### src/rtl/bpsk_frame_source_pkg.sv
// ============================================================================
// Module : bpsk_frame_source_pkg
// Brief  : Shared state encodings and constants for the BPSK frame source.
// Rev    : 1.0  initial release
// ============================================================================
`default_nettype none

package bpsk_frame_source_pkg;

  typedef enum logic [1:0] {
    ST_IDLE     = 2'd0,
    ST_PREAMBLE = 2'd1,
    ST_SYNC     = 2'd2,
    ST_PAYLOAD  = 2'd3
  } state_t;

  localparam logic [15:0] c_sync_word_default = 16'h1ACF;
  localparam logic [6:0]  c_prbs_seed         = 7'h7F;
  localparam int          c_clk_cnt_w         = 16;
  localparam int          c_bit_cnt_w         = 12;

  // Index of the last bit of the given section.
  function automatic logic [c_bit_cnt_w-1:0] section_last(
    input state_t                 st,
    input logic [c_bit_cnt_w-1:0] pre_last,
    input logic [c_bit_cnt_w-1:0] pay_last
  );
    case (st)
      ST_PREAMBLE: return pre_last;
      ST_SYNC:     return 12'd15;
      default:     return pay_last;
    endcase
  endfunction

endpackage

`default_nettype wire

### src/rtl/prbs7_gen.sv
// ============================================================================
// Module : prbs7_gen
// Brief  : PRBS-7 (x^7+x^6+1) source with reseed and advance controls.
// Rev    : 1.0  initial release
// ============================================================================
`default_nettype none

module prbs7_gen
  import bpsk_frame_source_pkg::*;
(
  input  logic clock,
  input  logic reset,
  input  logic load,
  input  logic advance,
  output logic bit_out
);

  logic [6:0] r_lfsr;

  // Reseed wins over advance so a frame restart never sees a stale state.
  always_ff @(posedge clock or posedge reset) begin
    if (reset) begin
      r_lfsr <= c_prbs_seed;
    end else if (load) begin
      r_lfsr <= c_prbs_seed;
    end else if (advance) begin
      r_lfsr <= {r_lfsr[5:0], r_lfsr[6] ^ r_lfsr[5]};
    end
  end

  assign bit_out = r_lfsr[6];

endmodule

`default_nettype wire

### src/rtl/bpsk_frame_source.sv
// ============================================================================
// Module : bpsk_frame_source
// Brief  : Launches a preamble / sync / PRBS-7 payload bit stream per start.
// Rev    : 1.0  initial release
// ============================================================================
`default_nettype none

module bpsk_frame_source
  import bpsk_frame_source_pkg::*;
#(
  parameter int unsigned  CLK_PER_BIT   = 4,
  parameter int unsigned  PREAMBLE_BITS = 8,
  parameter logic [15:0]  SYNC_WORD     = c_sync_word_default,
  parameter int unsigned  PAYLOAD_BITS  = 32
) (
  input  logic clock,
  input  logic reset,
  input  logic start,
  output logic bit_out,
  output logic symbol_tick,
  output logic busy,
  output logic frame_done
);

  localparam logic [c_clk_cnt_w-1:0] c_cpb_last = 16'(CLK_PER_BIT - 1);
  localparam logic [c_bit_cnt_w-1:0] c_pre_last = 12'(PREAMBLE_BITS - 1);
  localparam logic [c_bit_cnt_w-1:0] c_pay_last = 12'(PAYLOAD_BITS - 1);

  state_t                  r_state;
  state_t                  w_state_nxt;
  logic [c_clk_cnt_w-1:0]  r_clk_cnt;
  logic [c_clk_cnt_w-1:0]  w_clk_nxt;
  logic [c_bit_cnt_w-1:0]  r_bit_cnt;
  logic [c_bit_cnt_w-1:0]  w_bit_nxt;
  logic                    r_pending;
  logic                    w_pend_nxt;
  logic                    r_frame_done;
  logic                    w_done_nxt;
  logic                    w_prbs_load;
  logic                    w_prbs_adv;
  logic                    w_prbs_bit;
  logic                    w_wrap;
  logic                    w_sect_end;
  logic [3:0]              w_sync_idx;
  logic                    w_bit;

  prbs7_gen u_prbs (
    .clock   (clock),
    .reset   (reset),
    .load    (w_prbs_load),
    .advance (w_prbs_adv),
    .bit_out (w_prbs_bit)
  );

  always_ff @(posedge clock or posedge reset) begin
    if (reset) begin
      r_state      <= ST_IDLE;
      r_clk_cnt    <= '0;
      r_bit_cnt    <= '0;
      r_pending    <= 1'b0;
      r_frame_done <= 1'b0;
    end else begin
      r_state      <= w_state_nxt;
      r_clk_cnt    <= w_clk_nxt;
      r_bit_cnt    <= w_bit_nxt;
      r_pending    <= w_pend_nxt;
      r_frame_done <= w_done_nxt;
    end
  end

  assign w_wrap     = (r_clk_cnt == c_cpb_last);
  assign w_sect_end = w_wrap && (r_bit_cnt == section_last(r_state, c_pre_last, c_pay_last));

  always_comb begin
    w_state_nxt = r_state;
    w_clk_nxt   = r_clk_cnt;
    w_bit_nxt   = r_bit_cnt;
    w_pend_nxt  = r_pending;
    w_done_nxt  = 1'b0;
    w_prbs_load = 1'b0;
    w_prbs_adv  = 1'b0;
    if (r_state == ST_IDLE) begin
      w_pend_nxt = 1'b0;
      if (start) begin
        w_state_nxt = ST_PREAMBLE;
        w_clk_nxt   = '0;
        w_bit_nxt   = '0;
        w_prbs_load = 1'b1;
      end
    end else begin
      if (start) w_pend_nxt = 1'b1;
      if (!w_wrap) begin
        w_clk_nxt = r_clk_cnt + 16'd1;
      end else begin
        w_clk_nxt  = '0;
        w_prbs_adv = (r_state == ST_PAYLOAD);
        if (!w_sect_end) begin
          w_bit_nxt = r_bit_cnt + 12'd1;
        end else begin
          w_bit_nxt = '0;
          case (r_state)
            ST_PREAMBLE: w_state_nxt = ST_SYNC;
            ST_SYNC:     w_state_nxt = ST_PAYLOAD;
            default: begin
              // A start landing on the final clock counts as pending too.
              w_done_nxt = 1'b1;
              if (r_pending || start) begin
                w_state_nxt = ST_PREAMBLE;
                w_prbs_load = 1'b1;
                w_pend_nxt  = 1'b0;
              end else begin
                w_state_nxt = ST_IDLE;
              end
            end
          endcase
        end
      end
    end
  end

  assign w_sync_idx = 4'd15 - r_bit_cnt[3:0];

  always_comb begin
    w_bit = 1'b0;
    case (r_state)
      ST_PREAMBLE: w_bit = ~r_bit_cnt[0];
      ST_SYNC:     w_bit = SYNC_WORD[w_sync_idx];
      ST_PAYLOAD:  w_bit = w_prbs_bit;
      default:     w_bit = 1'b0;
    endcase
  end

  assign bit_out     = w_bit;
  assign busy        = (r_state != ST_IDLE);
  assign symbol_tick = busy && (r_clk_cnt == '0);
  assign frame_done  = r_frame_done;

endmodule

`default_nettype wire

### config.mk
export PLATFORM = sky130hd
export DESIGN_NAME = bpsk_frame_source
export DESIGN_NICKNAME = d
export VERILOG_FILES = /design/src/rtl/bpsk_frame_source_pkg.sv /design/src/rtl/prbs7_gen.sv /design/src/rtl/bpsk_frame_source.sv
export SDC_FILE = /design/constraint.sdc
export NUM_CORES = 1
export LEC_CHECK = 0
export ABC_CLOCK_PERIOD_IN_PS = 5560
export CORE_MARGIN = 3
export CORE_UTILIZATION = 57
export DETAILED_ROUTE_END_ITERATION = 7
export GPL_TIMING_DRIVEN = 1
export PLACE_DENSITY = 0.82
export RECOVER_POWER = 25
export SLEW_MARGIN = 20
export SYNTH_ARGS = -nofsm -noshare
export SYNTH_HDL_FRONTEND = slang
export SYNTH_SLANG_ARGS = --single-unit
### constraint.sdc
create_clock -name clock -period 5.56 [get_ports clock]
set_input_delay 1.39 -clock clock [delete_from_list [all_inputs] [get_ports clock]]
set_output_delay 1.39 -clock clock [all_outputs]
set_load 0.01 [all_outputs]
==> results of run 1 <==
[worst max-delay path, delay by kind of cell, from the launching register on]
kind / cells / cell delay (ps)
buffers and inverters: 1 / 530
AND/OR/NAND/NOR: 3 / 1250
flip-flops: 1 / 440
[cell usage in the layout, fill, tap and decap left out, types with 2 or more instances in the layout]
cell type | synthesis | routed
nand4_1 | 7 | 7
nor2_1 | 17 | 17
nor3_1 | 14 | 14
nand2b_1 | 3 | 3
o31ai_1 | 3 | 3
a31oi_1 | 8 | 8
dfrtp_1 | 32 | 32
xor2_1 | 4 | 4
a21oi_1 | 13 | 13
nor4b_1 | 3 | 3
clkbuf_8 | 0 | 6
or4_4 | 2 | 2
a22o_1 | 6 | 6
and3_1 | 10 | 10
xnor2_1 | 5 | 5
dfstp_2 | 7 | 7
inv_1 | 8 | 8
nand2_1 | 27 | 27
and2_1 | 2 | 2
nand3_1 | 24 | 24
o211ai_1 | 2 | 2
clkdlybuf4s50_1 | 0 | 5
ha_1 | 8 | 8
o21ai_0 | 16 | 16
[per-stage QoR]
stage,hold WS (ps),cell area [um2],utilization [%]
after CTS,492,2460,65.7
after detailed placement,480,2340,62.5
after global placement,475,2340,62.5
after global routing,525,2450,65.6
final,489,2450,65.6
after floorplan,464,2270,-
[worst max path at each step]
| stage | slack (ps) | cells past startpoint | to | start |
|---|---|---|---|---|
| after floorplan | 2540 | 4 | symbol_tick | r_clk_cnt[7] |
| after global placement | 2000 | 4 | symbol_tick | r_clk_cnt[2] |
| after detailed placement | 1980 | 4 | symbol_tick | r_clk_cnt[2] |
| after CTS | 1650 | 4 | symbol_tick | r_clk_cnt[2] |
| after global routing | 1560 | 4 | symbol_tick | r_clk_cnt[2] |
| final | 1660 | 4 | symbol_tick | r_clk_cnt[2] |
[routing by layer]
metal	routed length, um	track usage, %
met4	53	6.72
met2	2030	31.9
met3	234	5.54
met1	2220	29.3
met5	0	0
[final cells by class]
class	instances	area (um2)	area share, %
Clock buffer	6	82.6	3.36
Inverter	8	30.0	1.22
Multi-Input combinational cell	192	1190	48.5
Clock inverter	2	35.0	1.43
Tap cell	48	60.1	2.45
Sequential cell	39	985	40.1
Timing Repair Buffer	8	71.3	2.91
[report_power, final]
part | switching, W | internal, W | leakage (nW)
clock | 0.000102 | 0.000145 | 0.0612
sequential | 0.0000888 | 0.000379 | 0.494
combinational | 0.000187 | 0.000161 | 0.499
[sequential cells by signal (all words and copies together) (netlist names)]
name           cells
frame_done         1
r_bit_cnt         12
r_clk_cnt         16
r_pending          1
r_state            2
u_prbs.r_lfsr      7
[logic make-up (layout without fill, tap and decap cells)]
group,count (synthesis),count (layout)
fa+ha+maj,8,8
mux,3,3
buf+inv,23,24
simple gates,117,117
flops,39,39
compound gates,55,55
xor+xnor,9,9
[synth_stat cells (all sizes together) (8+ instances only)]
| cell type | instances |
|---|---|
| nand3 | 24 |
| clkbuf | 8 |
| inv | 8 |
| nor3 | 14 |
| and3 | 10 |
| nor2 | 17 |
| a31oi | 8 |
| dfrtp | 32 |
| o21ai | 17 |
| ha | 8 |
| nand2 | 27 |
| a21oi | 13 |
==> metrics.yaml, run 1 <==
powerDensity_nw_per_um2: 433
drt_pass1_iterations: 4
slew_headroom_pct: -33.4
reg2reg_to: "r_state[1]"
routed_wirelength_um: 4540
post_cts_buffers: 0
wl_per_cell_um: 15.0
crit_path_max_fanout: 7
grt_overflow: 0
synthXorXnorAreaFrac_pct: 3.47
required_ps: 4170
max-vdd-ir-drop_mv: 0.262
synthMuxAreaShare_pct: 1.60
grt_max_degree: 40
power_w: 0.00106
hold_buffers: 0
rsz0062_at_grt: "no"
synth_compound_area_share_pct: 15.1
ys_ff_latch: 39
grt_util_all_layers_pct: 21.0
fillCellCount: 322
postSynthCellCount: 254
crit_path_top_delay_cell: "or4_1"
tightest_slew_ps: 2000
dp_cells: 295
die_x_um: 69.1
routed_via_density: 6.09
yosysTopAreaCell: "dfrtp_1"
clk_latency_ps: 290
post-place-ws_ps: 1980
final-instance-count-excl-fill: 303
cp-start-kind: "register"
start_util_pct: 60.7
grt_pass1_wl_um: 8200
synth_fp_nets: 265
synthFlopType: "dfrtp_1"
synthAdderAreaFrac_pct: 4.41
fin_tns_setup_ps: 0
cts.sinks: 39
synth_edf_count: 0
grt_pass1_vias: 1757
die_y_um: 69.1
post_cts_resized: 0
yosysSeqAreaShare_pct: 43.3
synth_area_leaders: "dfrtp_1 (35%), dfstp_2 (8.1%), nand3_1 (5.3%), nand2_1 (4.5%), ha_1 (4.4%)"
critPathArrivalTime_ps: 2510
cts-root-buf: "clkbuf_8"
synthArstFlopShare_pct: 100
postSynthAreaPerCell_um2: 8.95
synth_top_family_by_area: "simple AND/OR/NAND/NOR gates"
clockBufferDepth: 2
hold_end: "u_prbs.r_lfsr[1]"
ys_warn_count: 0
finalWorstSetupSlack_ps: 1660
outcome: "finished with violations"
tritoncts: "built"
setup_viol: 0
syn_area_um2: 2270
cts.htree.levels: 2
dr_total_vias: 1846
antenna_found_initial: 0
rows: 22
path_clk_slew_ps: 80
rr_worst_depth: 7
area_delta_synth_final_pct: 8.04
diodes: 0
io_pins: 7
hold_depth: 2
p_leak_nw: 1.05
clock.fmax_mhz: 256
yosys.area.top_type_share_pct: 35.2
nets: 265
drive_gt1_share_pct: 9.41
min_period_ps: 3900
violations: "capacitance limit, slew limit"
holdCritStartpoint: "u_prbs.r_lfsr[1]"
slowest_delay_ps: 640
finClkSkew_ps: 8.20
r2r_slack_ps: 2350
hold_viol_final: 0
path_class: "reg -> out"
fp.dieArea_um2: 4780
ant_nets: 0
critical_path.cell_chain: "or4_1 -> nor4b_4 -> and3_1 -> clkdlybuf4s50_1"
drcViolationCount: 0
critPathCaptureType: "output pin"
place.gp.congestion: 0.863
ys_types: 44
dr.first_iter.drc_count: 176
hp-class: "reg -> reg"
fin_crit_sh_pct: 70.1
drv_cap: 1
rr_startpoint: "r_state[0]"
cts_buffers: 5
synth-simple-area-share_pct: 27.9
dp_hpwl_um: 3060
drv_slew: 40
io_buffers: 6
coreArea_um2: 3740
Power figures use the tool's default switching activity.
==> inputs of run 2 (changes only) <==
ABC_CLOCK_PERIOD_IN_PS = 3900   (was 5560)
clock period = 3.9 ns   (was 5.56 ns; I/O delays follow)
==> run 2 against run 1 <==
  * Largest cell class unchanged
  * Cell area is 0.87% lower
  * Via count is 0.22% higher
  * Die area stayed put
  * First-iteration DRC count is 32% lower
  * Highest routed layer unchanged
  * Utilization is 0.57 points lower
  * Combinational power is 44% higher
  * Sequential share of layout area is 0.35 points higher
  * Wire length is 0.57% higher
  * Critical path depth stayed put
  * The flow still finishes with violations (capacitance limit, slew limit)
  * Setup slack worse by 1200 ps
  * Final cell count is 0.33% higher
==> metrics.yaml, run 2 (synthesized netlist as in run 1, its figures left out) <==
io_buffers: 6
die_y_um: 69.1
drt_pass1_iterations: 4
cp-start-kind: "register"
drv_slew: 40
p_int_w: 0.000896
start_util_pct: 60.7
critPathCaptureType: "output pin"
hold_viol_final: 0
clock.fmax_mhz: 287
dp_cells: 296
diodes: 0
antenna_found_initial: 0
max-vdd-ir-drop_mv: 0.370
fin_crit_sh_pct: 89.3
finClkSkew_ps: 6.83
routed_via_density: 6.09
seq_power_share_pct: 46.3
dr.first_iter.drc_count: 120
grt_util_all_layers_pct: 20.3
hold_slack_ps: 489
tritoncts: "built"
dr_total_vias: 1850
hold_buffers: 0
grt_overflow: 0
grt_pass1_vias: 1720
die_x_um: 69.1
wl_per_cell_um: 15.0
dpl_cell_area_um2: 2350
clockBufferDepth: 2
nets: 266
p_leak_nw: 1.04
routed_wirelength_um: 4560
fillCellCount: 324
p_sw_w: 0.000545
area_delta_synth_final_pct: 7.10
drcViolationCount: 0
setup_viol: 0
p_comb_share_pct: 34.8
clk_latency_ps: 300
io_pins: 7
p_sw_share_pct: 37.8
rsz0062_at_grt: "no"
cts.sinks: 39
design_area_um2: 2430
cts_buffers: 5
outcome: "finished with violations"
cts-root-buf: "clkbuf_8"
tightest_slew_ps: 2050
regMostFlops: "r_clk_cnt"
regArea_um2: 985
slew_headroom_pct: -36.7
grt_pass1_wl_um: 7960
crit_path_max_fanout: 7
post_cts_resized: 0
cts.htree.levels: 2
drive_gt1_share_pct: 9.77
path_class: "reg -> out"
place.gp.congestion: 0.843
power_w: 0.00144
clock_power_share_pct: 18.9
critPathArrivalTime_ps: 2510
top_regs: "r_clk_cnt (16), r_bit_cnt (12), u_prbs.r_lfsr (7)"
final_cell_mix: "dfrtp_1 (32), nand2_1 (27), nand3_1 (24)"
largest_register_ffs: 16
fin_tns_setup_ps: 0
drv_cap: 1
powerDensity_nw_per_um2: 592
final_common_cell: "dfrtp_1"
grt_max_degree: 40
min_period_ps: 3480
violations: "capacitance limit, slew limit"
path_clk_slew_ps: 80
hp-class: "reg -> reg"
post_cts_buffers: 0
required_ps: 2920
final-instance-count-excl-fill: 304
dp_hpwl_um: 3140
ant_nets: 0
rows: 22
fp.dieArea_um2: 4780
multi_input_area_um2: 1190
coreArea_um2: 3740
run 2: changes by cell type in the layout (fill, tap and decap cells not counted), sizes merged:
cell,previous run,this run
bufinv,1,0
buf,1,2
clkinvlp,0,2
clkbuf,7,6
run 2: worst max-delay path: stages (launching register included):
cell	delay, ps
dfrtp_1	440
or4_1	650
nor4b_4	390
and3_1	210
clkdlybuf4s50_1	530
run 2: area by class of cell:
| class | count | share of cell area, % |
|---|---|---|
| tap | 48 | 2.47 |
| clock inverter | 3 | 0.823 |
| timing repair buffer | 9 | 3.24 |
| clock buffer | 5 | 2.83 |
| multi-input combinational | 192 | 48.9 |
| inverter | 8 | 1.23 |
| sequential | 39 | 40.5 |
run 2: per-stage QoR:
step,worst slack (ps),util (%)
after CTS,399,65.1
after floorplan,1300,-
after global placement,769,62.7
final,416,65.0
after global routing,312,65.0
after detailed placement,744,62.7
run 2: final timing paths:
kind	from	endpoint	slack [ps]	depth (start not counted)
setup reg to reg	r_state[1]	r_state[1]	1170	8
hold / removal	u_prbs.r_lfsr[1]	u_prbs.r_lfsr[2]	490	2
setup / recovery	r_clk_cnt[2]	symbol_tick	420	4
hold reg to reg	u_prbs.r_lfsr[1]	u_prbs.r_lfsr[2]	490	2
min in group asynchronous	reset	r_clk_cnt[10]	1860	3
max in group asynchronous	reset	r_bit_cnt[8]	870	3
run 2: power groups by stage:
stage / sequential, W / combinational, W / clock (W)
detailed placement: 0.000673 / 0.000503 / 0
floorplan: 0.000628 / 0.000417 / 0
CTS: 0.000666 / 0.000505 / 0.000280
global placement: 0.000665 / 0.000483 / 0
global route: 0.000690 / 0.000564 / 0.000292
finish: 0.000667 / 0.000501 / 0.000273
run 2: layer usage:
layer	part of all wire, %	routed length, um	track usage [%]	up-vias
met5	0	0	0	-
met4	1.3	59	6.51	0
met3	4.7	216	4.81	6
met2	48	2170	32.1	36
met1	46	2120	27.6	891
li1	-	-	-	917
==> inputs of run 3 (changes only) <==
SLEW_MARGIN = unset   (was 20)
==> results of run 3 <==
No change in the layout: final DEF, timing and power equal those of run 2.
==> edit: new RTL, flow settings as in run 2 <==
`c_bit_cnt_w`: 12 -> 18.
--- a/src/rtl/bpsk_frame_source_pkg.sv
+++ b/src/rtl/bpsk_frame_source_pkg.sv
@@ -18,5 +18,5 @@
   localparam logic [6:0]  c_prbs_seed         = 7'h7F;
   localparam int          c_clk_cnt_w         = 16;
-  localparam int          c_bit_cnt_w         = 12;
+  localparam int          c_bit_cnt_w         = 18;
 
   // Index of the last bit of the given section.
Behaviour: no difference found for any inputs over 10 cycles, from zero or initial values and one cycle with reset high; that may be too few to reach the edited logic, so the function may still have changed.
==> edit against run 2 <==
Synthesized area is 18% higher. Setup slack improved by 0.22 ns. Sequential cell count grew 6. Wire length increased by 17%. Sequential share of layout area fell by 0.54 points. Final area increased by 17%. Core utilization is 1.0 points lower. Largest power group is now combinational cells. Power increased by 11%. Count of clock-buffer cells in the layout increased by 2. Critical path type unchanged. Die area rose by 17%.
==> edit: results (changes against run 2) <==
[run_status]
outcome=finished, final reports clean  ; was finished with violations

[grt]
grt_pass1_wl_um=9128  ; was 7962 um
track_usage_pct=21.04  ; was 20.31%
gr-total-overflow=0  ; unchanged
antenna_found_initial=0  ; unchanged
grt_pass1_vias=1973  ; was 1,720
grt_max_degree=30  ; was 40

[power_and_ir_drop]
ir_worst_vdd_uv=248.6  ; was 370.5 uV
p_leak_uw=0.001179  ; was 0.001038 uW

[critical_path]
cp_slowest_cell=clkdlybuf4s50_1  ; was or4_1
arrival_ns=2.29  ; was 2.51 ns
crit_path_max_incr_delay_ns=0.47  ; was 0.65 ns
path_max_fanout=10  ; was 7
r2r_slack_ns=1.36  ; was 1.17 ns

[clock_network]
insertion_delay_ns=0.30  ; about the same
clkTransAtPathRegs_ns=0.08  ; about the same
cts-resized-gates=0  ; unchanged
clock-root-buffer=clkbuf_8  ; unchanged
clockBufferDepth=2  ; unchanged
cts_max_level=2  ; unchanged
post-cts-setup-buffers=0  ; unchanged
cts_buffers=5  ; unchanged

[logic_synthesis]
synthTopCellsByArea=dfrtp_1, dfstp_2, nand2_1  ; was dfrtp_1, dfstp_2, nand3_1
syn-num-nets=288  ; was 265
synth_cell_type_count=52  ; was 44
yosysSeqAreaShare_pct=42.24  ; was 43.34%
synth_warnings=0  ; unchanged
synth_ff_type=dfrtp_1  ; unchanged
synth_common_cells=dfrtp_1, nand2_1, nor2_1, a21oi_1, o21ai_0  ; was dfrtp_1, nand2_1, nand3_1, nor2_1, o21ai_0
async_flop_share_pct=100.0  ; unchanged

[placed_design]
place_ws_ns=0.9490  ; was 0.7438 ns
dp_hpwl_um=3702  ; was 3140 um
placed_cell_area_mm2=0.002750  ; was 0.002349 mm^2
portBuffers=6  ; unchanged
gp_congestion=0.8068  ; was 0.8431

[layout]
n_fill_cell=362  ; was 324
diodes=0  ; unchanged
top_regs=r_bit_cnt (18), r_clk_cnt (16), u_prbs.r_lfsr (7)  ; was r_clk_cnt (16), r_bit_cnt (12), u_prbs.r_lfsr (7)
drive_above_1_share_pct=11.03  ; was 9.766%
nNetsFinal=291  ; was 266

[hold_path]
hold_path.class=register to register  ; unchanged

[sta]
timing.final.crit_share_pct=83.70  ; was 89.32%
clock_skew_ns=0.008026  ; was 0.006834 ns
relSlewSlack_pct=28.82  ; was -36.65%

[route]
drt_iter0_markers=226  ; was 120
firstDrtPassIters=4  ; unchanged
post_drt_wl_per_cell_um=15.98  ; was 15.01 um
num_vias=2105  ; was 1,850

## edit: changes by cell type after synthesis, sizes merged, moves of 4 or more
cell	change
a2111oi	+5
a21oi	+4
and3	-4
clkbuf	-6
dfrtp	+6
mux2i	+6
nand2	+7
nand3	-10
nor2	+5
nor3	-9
nor4	+7
or3	+5
xnor2	+7
## edit: cell type report
class / instances / area [um^2] / area share, %
clock buffers: 7 / 76.32 / 2.685
inverters: 10 / 37.54 / 1.320
repair buffers: 8 / 75.07 / 2.641
multi-input cells: 210 / 1446 / 50.88
clock inverters: 1 / 7.507 / 0.2641
flip-flops and latches: 45 / 1135 / 39.92
well taps: 52 / 65.06 / 2.289
## edit: path summary, 6_finish.rpt
path	start	endpoint	depth (start not counted)
setup / recovery	r_state[0]	symbol_tick	5
hold / removal	r_clk_cnt[15]	r_clk_cnt[15]	1
setup reg to reg	r_state[0]	r_state[0]	7
hold reg to reg	r_clk_cnt[15]	r_clk_cnt[15]	1
max in group asynchronous	reset	r_bit_cnt[10]	3
min in group asynchronous	reset	r_bit_cnt[17]	2
## edit: logic make-up (layout without fill, tap and decap cells)
group,after synthesis,after routing,synth area share (%)
fa+ha+maj,8,8,3.726
compound gates,65,65,17.33
buf+inv,22,26,4.238
mux,8,8,3.028
flops,45,45,42.25
simple gates,112,112,23.89
xor+xnor,17,17,5.543
## edit: metrics by stage
step / util [%] / std cells / hold slack [ns]
2_1_floorplan: - / 277 / 0.4734
3_3_place_gp: 61.88 / 325 / 0.4904
4_1_cts: 63.77 / 333 / 0.5369
6_report: 63.96 / 333 / 0.5376
5_1_grt: 63.96 / 333 / 0.5584
3_5_place_dp: 61.88 / 325 / 0.5090
## edit: power by group
group	switching, uW	total [uW]	internal (uW)
logic	405	660	255
clock network	161	288	127
registers	108	652	543
total	675	1600	925
## edit: metal layers
layer / global-route usage, % / share of wire (%) / vias up
met1: 29.25 / 47 / 1044
met5: 0 / 0 / -
met2: 33.17 / 47 / 44
met4: 7.510 / 1.6 / 0
li1: - / - / 1008
met3: 3.738 / 4.1 / 9
## edit: worst max-delay path, delay by kind of cell, from the launching register on
family,cells,cell delay (ns)
buf+inv,3,0.91
flops,1,0.42
fa+ha+maj,1,0.41
simple gates,1,0.25
